[src/rtl/filter_sched_pkg.sv]
// Shared helpers for the multi-channel boxcar scheduler: index sizing and
// elaboration-time width checks.
package filter_sched_pkg;

   localparam int unsigned MinOrder    = 2;
   localparam int unsigned MinChannels = 2;

   // Channel index width; a single-bit index is kept even for degenerate counts.
   function automatic int unsigned ch_idx_w(input int unsigned n);
      return (n > 1) ? $clog2(n) : 1;
   endfunction

   function automatic bit width_ok(input int unsigned in_w,
                                   input int unsigned out_w,
                                   input int unsigned order);
      return out_w >= in_w + $clog2(order);
   endfunction

   function automatic int unsigned cnt_w(input int unsigned order);
      return $clog2(order + 1);
   endfunction

endpackage

[src/rtl/rr_arbiter.sv]
// Round-robin arbiter: grants the first request at or above the pointer,
// wrapping; the pointer moves past the winner when advance_i is strobed.
module rr_arbiter
   import filter_sched_pkg::*;
#(
   parameter int unsigned CHANNELS = 4
) (
   input  logic                              clk_i,
   input  logic                              rst_ni,
   input  logic                              clear_i,
   input  logic                              enable_i,
   input  logic                              advance_i,
   input  logic [CHANNELS-1:0]               req_i,
   output logic [CHANNELS-1:0]               grant_o,
   output logic [ch_idx_w(CHANNELS)-1:0]     grant_idx_o
);

   localparam int unsigned IdxW = ch_idx_w(CHANNELS);

   logic [IdxW-1:0] ptr_q, ptr_d;
   logic            found;

   always_comb begin
      int unsigned c;
      grant_o     = '0;
      grant_idx_o = '0;
      found       = 1'b0;
      for (int unsigned i = 0; i < CHANNELS; i++) begin
         c = int'(ptr_q) + i;
         if (c >= CHANNELS) c = c - CHANNELS;
         if (!found && enable_i && req_i[c]) begin
            found       = 1'b1;
            grant_o[c]  = 1'b1;
            grant_idx_o = IdxW'(c);
         end
      end
   end

   always_comb begin
      ptr_d = ptr_q;
      if (advance_i) begin
         ptr_d = (grant_idx_o == IdxW'(CHANNELS - 1)) ? '0 : grant_idx_o + 1'b1;
      end
   end

   always_ff @(posedge clk_i) begin
      if (!rst_ni || clear_i) begin
         ptr_q <= '0;
      end else begin
         ptr_q <= ptr_d;
      end
   end

endmodule

[src/rtl/filter_ch_scheduler.sv]
// Time-shared moving-average filter: one boxcar datapath serving CHANNELS
// streams through a round-robin arbiter, results tagged by channel.
module filter_ch_scheduler
   import filter_sched_pkg::*;
#(
   parameter int unsigned INPUT_WIDTH  = 16,
   parameter int unsigned OUTPUT_WIDTH = 18,
   parameter int unsigned ORDER        = 4,
   parameter int unsigned CHANNELS     = 4
) (
   input  logic                              clk,
   input  logic                              nrst,
   input  logic                              flush,
   input  logic [CHANNELS-1:0]               in_valid,
   input  logic [CHANNELS*INPUT_WIDTH-1:0]   in_data,
   output logic [CHANNELS-1:0]               in_ready,
   output logic                              out_valid,
   input  logic                              out_ready,
   output logic [ch_idx_w(CHANNELS)-1:0]     out_ch,
   output logic [OUTPUT_WIDTH-1:0]           out_result,
   output logic                              out_warm
);

   localparam int unsigned ChW  = ch_idx_w(CHANNELS);
   localparam int unsigned CntW = cnt_w(ORDER);

   if (!width_ok(INPUT_WIDTH, OUTPUT_WIDTH, ORDER)) begin : g_bad_width
      $error("OUTPUT_WIDTH too narrow for INPUT_WIDTH and ORDER");
   end
   if (ORDER < MinOrder) begin : g_bad_order
      $error("ORDER must be at least 2");
   end
   if (CHANNELS < MinChannels) begin : g_bad_channels
      $error("CHANNELS must be at least 2");
   end

   // hist[0] is the newest sample, hist[ORDER-1] the one about to drop out.
   typedef struct packed {
      logic [ORDER-1:0][INPUT_WIDTH-1:0] hist;
      logic [OUTPUT_WIDTH-1:0]           sum;
      logic [CntW-1:0]                   cnt;
   } ch_state_t;

   ch_state_t               st_q [CHANNELS];
   ch_state_t               cur_st, new_st;

   logic                    out_valid_q;
   logic [ChW-1:0]          out_ch_q;
   logic [OUTPUT_WIDTH-1:0] out_result_q;
   logic                    out_warm_q;

   logic                    stall, enable, accept;
   logic [CHANNELS-1:0]     grant;
   logic [ChW-1:0]          gidx;
   logic [INPUT_WIDTH-1:0]  sample;

   assign stall  = out_valid_q && !out_ready;
   assign enable = nrst && !flush && !stall;
   assign accept = |grant;

   rr_arbiter #(
      .CHANNELS (CHANNELS)
   ) u_arb (
      .clk_i       (clk),
      .rst_ni      (nrst),
      .clear_i     (flush),
      .enable_i    (enable),
      .advance_i   (accept),
      .req_i       (in_valid),
      .grant_o     (grant),
      .grant_idx_o (gidx)
   );

   assign sample = in_data[int'(gidx)*INPUT_WIDTH +: INPUT_WIDTH];

   always_comb begin
      cur_st      = st_q[gidx];
      new_st      = cur_st;
      new_st.hist = {cur_st.hist[ORDER-2:0], sample};
      // Subtract before add keeps the intermediate within the running-sum range.
      new_st.sum  = cur_st.sum - OUTPUT_WIDTH'(cur_st.hist[ORDER-1]) + OUTPUT_WIDTH'(sample);
      new_st.cnt  = (cur_st.cnt == CntW'(ORDER)) ? cur_st.cnt : cur_st.cnt + 1'b1;
   end

   always_ff @(posedge clk) begin
      if (!nrst || flush) begin
         for (int k = 0; k < CHANNELS; k++) begin
            st_q[k] <= '0;
         end
         out_valid_q  <= 1'b0;
         out_ch_q     <= '0;
         out_result_q <= '0;
         out_warm_q   <= 1'b0;
      end else if (accept) begin
         st_q[gidx]   <= new_st;
         out_valid_q  <= 1'b1;
         out_ch_q     <= gidx;
         out_result_q <= new_st.sum;
         out_warm_q   <= (new_st.cnt == CntW'(ORDER));
      end else if (!stall) begin
         out_valid_q  <= 1'b0;
      end
   end

   assign in_ready   = grant;
   assign out_valid  = out_valid_q;
   assign out_ch     = out_ch_q;
   assign out_result = out_result_q;
   assign out_warm   = out_warm_q;

endmodule
[config.mk]
export PLATFORM = sky130hd
export DESIGN_NAME = filter_ch_scheduler
export DESIGN_NICKNAME = d
export VERILOG_FILES = /design/src/rtl/filter_sched_pkg.sv /design/src/rtl/rr_arbiter.sv /design/src/rtl/filter_ch_scheduler.sv
export SDC_FILE = /design/constraint.sdc
export NUM_CORES = 1
export LEC_CHECK = 0
export CORE_UTILIZATION = 40
export CTS_CLUSTER_DIAMETER = 30
export DETAILED_ROUTE_END_ITERATION = 6
export GPL_TIMING_DRIVEN = 0
export PLACE_DENSITY_LB_ADDON = 0.08
export SYNTH_ARGS = -nofsm -noshare
export SYNTH_HDL_FRONTEND = slang
export SYNTH_SLANG_ARGS = --single-unit
export TNS_END_PERCENT = 10
[constraint.sdc]
create_clock -name clk -period 30.1 [get_ports clk]
set_input_delay 9.03 -clock clk [delete_from_list [all_inputs] [get_ports clk]]
set_output_delay 9.03 -clock clk [all_outputs]
set_load 0.05 [all_outputs]
==> flow_results.org <==
** Status
- Outcome :: finished with violations
- The checks that failed: design-rule violations.

** Synthesis
- Instance count of the mapped netlist :: 1513
- Sequential fraction of the synthesis area :: 59.8%
- EDFF count, synth :: 340
- Netlist Area Pre-Place :: 17900 um2
- Ys async rst share :: 0%
- Yosys mapped the design onto 64 distinct sky130hd cell types.
- Synthesis inferred 364 register bits.
- Most instantiated flip-flop cell in the synthesis netlist :: sky130_fd_sc_hd__edfxtp_1
- The number of nets handed over by synthesis was 1629.
- The Yosys step of the flow raised 0 warnings.
- Averaged over all synthesized cells, the footprint is 11.8 um2.

** Clocking
- Count of hold-fix buffers inserted at cts :: 0
- TritonCTS built the clock tree.
- The clock tree synthesis step divided the H-tree into 3 levels.
- Quantity of gates resized following cts :: 0
- No sink is reached through more buffers than the 3 on the longest clock path.
- The clock reaches the later pin of the worst-skew pair after 0.61 ns.
- The clock net in this run drives a total of 364 sinks.
- Clock-pin slew reported for the worst setup and hold paths after clock tree synthesis :: 0.04 ns
- Clock tree synthesis inserted a total of 85 buffers.
- Buffer count from post-CTS setup fixing :: 0
- Clk Tree Root Cell :: sky130_fd_sc_hd__clkbuf_16

** Floorplanning
- From bottom edge to top edge, the die measures 213 um.
- X dimension of the die :: 213 um
- Core Area :: 44100 um2
- Effective utilization at floorplan :: 40.5%
- Rows :: 77
- In this run the count of I/O pins placed on the die edge is 98.
- Overall die area :: 45500 um2

** Final layout
- Fraction of layout cells with a size suffix above 1 :: 15.8%
- Relative to the synthesized area, the layout overhead comes to 27.2%.
- Layout Nets :: 1823
- Across the whole layout, storage elements account for 10700 um2.
- In the final layout, the multi-input gates occupy 6320 um2.
- After filler insertion, the fill cell instance count of the layout stands at 3936.
- Post-route cell area :: 22700 um2

** Drt
- Post-detailed-route wirelength per cell :: 22.5 um
- In this run, the number of DRC markers left after iteration 0 of detailed routing was 949.
- The pre-antenna-repair detailed-routing pass consisted of 7 iterations.
- After detailed routing, the total wire length is 53300 um.
- DRC :: 4
- Mean number of vias per cell :: 5.23
- Vias :: 12400
- The count of nets left with antenna violations once routing finished came out at 0.

** Power and ir drop
- Leakage power :: 0.00943 uW
- The worst-case IR drop observed on VDD is 0.0631 mV.
- Pwr dens :: 110 nW/um2
- Switching power summed over all nets :: 892 uW
- Combinational share of power :: 34.9%
- Internal power comes to 1610 uW.
- Seq pwr share :: 28.2%
- Clock group share of total power :: 36.9%
- Share of total power consumed by net switching :: 35.7%

** Timing
- Achievable Freq :: 47.4 MHz
- Across all hold checks on the routed design, the worst slack comes to 0.437 ns.
- The clock arrives with 0.0325 ns of skew.
- Hold violation count in the final report :: 0
- At the pin with the least slew margin, the transition time is 1.33 ns.
- Setup repair after global routing left no endpoint under its margin.
- The routed design could run at a clock period as short as 21.09 ns.
- Final cycle utilization of the critical path :: 70.0%
- The max-slew violation count is 0.
- Max-slew headroom :: 11.3%
- Total negative slack :: 0 ns
- Setup violations remaining at the end of the flow were counted as 0.

** Worst setup path
- Counting both buffers and inverters, the worst setup path holds a total of 3.
- Worst path most repeated cell :: sky130_fd_sc_hd__clkdlybuf4s50_1
- The slowest stage of the critical path belongs to the cell sky130_fd_sc_hd__clkdlybuf4s50_1.
- For this run, the slowest stage of the critical path takes 0.81 ns.
- Data on the critical path arrives at its endpoint at 12.06 ns.
- The kind of cell with the highest combined delay along the critical path is buffers and inverters.
- The worst setup path is captured at an output pin.
- For the worst setup path, the data required time is 21.07 ns.
- STA classifies the critical path startpoint as a primary input.
- In this run the worst path has a maximum fanout of 10.
- The worst setup path is of the in2out kind.
- The critical path goes through clkdlybuf4s50_1 -> nor2b_1 -> buf_1 -> nand2_1 -> a21oi_1 -> a221o_1 -> clkdlybuf4s50_1.

** GRT
- Vias in the first global route :: 12400
- The total overflow left after global routing is 0.
- Largest net degree at the start of global routing :: 52
- The first global-routing pass estimated 78700 um of wire.
- GRT Overall Usage :: 24.2%
- Antenna violations before repair :: 1

** Place
- Total half-perimeter wirelength after legalization and detailed placement :: 36000 um
- The congestion estimate from routability-driven global placement came to 0.845.
- DP Area :: 19800 um2
- Port bufs :: 97

** Hold path
- Hold/Removal Path Class :: reg2reg

** Job
- The tool flagged a number of max-cap violations equal to 0.
[logic make-up after synthesis]
kind of cell,Yosys count,synth area share (%)
buffers and inverters,207,5.00
adder cells (fa/ha/maj),44,3.75
AND/OR/NAND/NOR,668,17.1
AO/OA/AOI/OAI,107,3.91
XOR/XNOR,15,0.735
flip-flops,364,59.8
multiplexers,108,9.68
[metal layers]
metal  part of all wire (%)  GRT usage (%)
met1                     43           32.0
met2                     48           39.4
met3                    6.8           5.40
met4                    2.6           8.60
met5                      0              0
[synth_stat cells (all sizes together) (6+ instances only)]
cell    count  area (um2)
buf        55         318
mux4       50        1130
nor3       14        86.3
mux2i      42         424
nand2     250         938
mux2       16         180
nand3      47         253
o21ai      25         125
fa         16         320
xor2        6        52.6
inv       121         454
a21oi      25         125
a21o       13        97.6
and2       58         363
a31oi      17         106
nand2b     32         200
nand3b      7        52.6
edfxtp    340       10200
clkbuf     31         121
dfxtp      24         480
and3       45         282
ha         28         350
xnor2       9        78.8
nor2      195         734
[state kept, by name, summed over array words and instances, names as in the netlist]
name	flops
out_ch	2
out_warm	1
out_valid	1
u_arb.ptr_q	2
st_q	340
out_result	18
[power by group through the flow]
stage,clock (uW),sequential (uW),combinational (uW)
2_1_floorplan,0,726,574
3_3_place_gp,0,717,853
3_5_place_dp,0,713,864
4_1_cts,929,705,871
5_1_grt,956,713,958
6_report,922,704,871
[layout make-up]
class / instances / share of cell area (%)
Buffer: 86 / 1.93
Multi-Input combinational cell: 942 / 27.8
Timing Repair Buffer: 107 / 5.21
Tap cell: 592 / 3.26
Clock inverter: 58 / 2.94
Inverter: 121 / 2.00
Sequential cell: 364 / 47.0
Antenna cell: 1 / 0.0110
Clock buffer: 98 / 9.80
[worst paths after layout]
check	from	to	slack (ns)	cells past startpoint
hold / removal	out_result[17]	out_result[17]	0.44	2
hold reg to reg	out_result[17]	out_result[17]	0.44	2
setup / recovery	nrst	in_ready[1]	9.01	7
setup reg to reg	u_arb.ptr_q[0]	st_q[2][19]	22.44	24
[cells in the final DEF (no fill, tap or decap), types with 24 or more instances in the layout]
cell type | Yosys | layout
sky130_fd_sc_hd__clkdlybuf4s50_1 | 0 | 97
sky130_fd_sc_hd__edfxtp_1 | 340 | 340
sky130_fd_sc_hd__inv_1 | 121 | 121
sky130_fd_sc_hd__ha_1 | 28 | 28
sky130_fd_sc_hd__and3_1 | 45 | 45
sky130_fd_sc_hd__dfxtp_1 | 24 | 24
sky130_fd_sc_hd__nand2_1 | 250 | 247
sky130_fd_sc_hd__o21ai_0 | 25 | 25
sky130_fd_sc_hd__mux4_2 | 50 | 50
sky130_fd_sc_hd__mux2i_1 | 41 | 41
sky130_fd_sc_hd__a21oi_1 | 25 | 25
sky130_fd_sc_hd__nand3_1 | 45 | 45
sky130_fd_sc_hd__nand2b_1 | 32 | 32
sky130_fd_sc_hd__buf_2 | 35 | 35
sky130_fd_sc_hd__and2_1 | 58 | 58
sky130_fd_sc_hd__clkbuf_1 | 27 | 36
sky130_fd_sc_hd__clkbuf_16 | 0 | 86
sky130_fd_sc_hd__nor2_1 | 194 | 194
[through the flow]
step / cells / setup slack [ns] / util, % / power [uW]
after floorplan: 1513 / 10.34 / - / 1300
after global placement: 2202 / 5.20 / 44.4 / 1570
after detailed placement: 2212 / 9.07 / 44.9 / 1580
after CTS: 2368 / 9.05 / 51.5 / 2510
after global routing: 2368 / 8.91 / 51.5 / 2630
final: 2369 / 9.01 / 51.5 / 2500
[worst register-to-register path: cells and delay by family (launching register included)]
kind | cells | cell delay, ns
muxes | 1 | 0.15
and+or+nand+nor | 9 | 1.40
DFF | 1 | 0.56
adders and majority gates | 3 | 1.18
buffers and inverters | 8 | 2.68
AOI/OAI and AO/OA | 3 | 1.43
No activity file was read; power rests on OpenSTA's default activity.
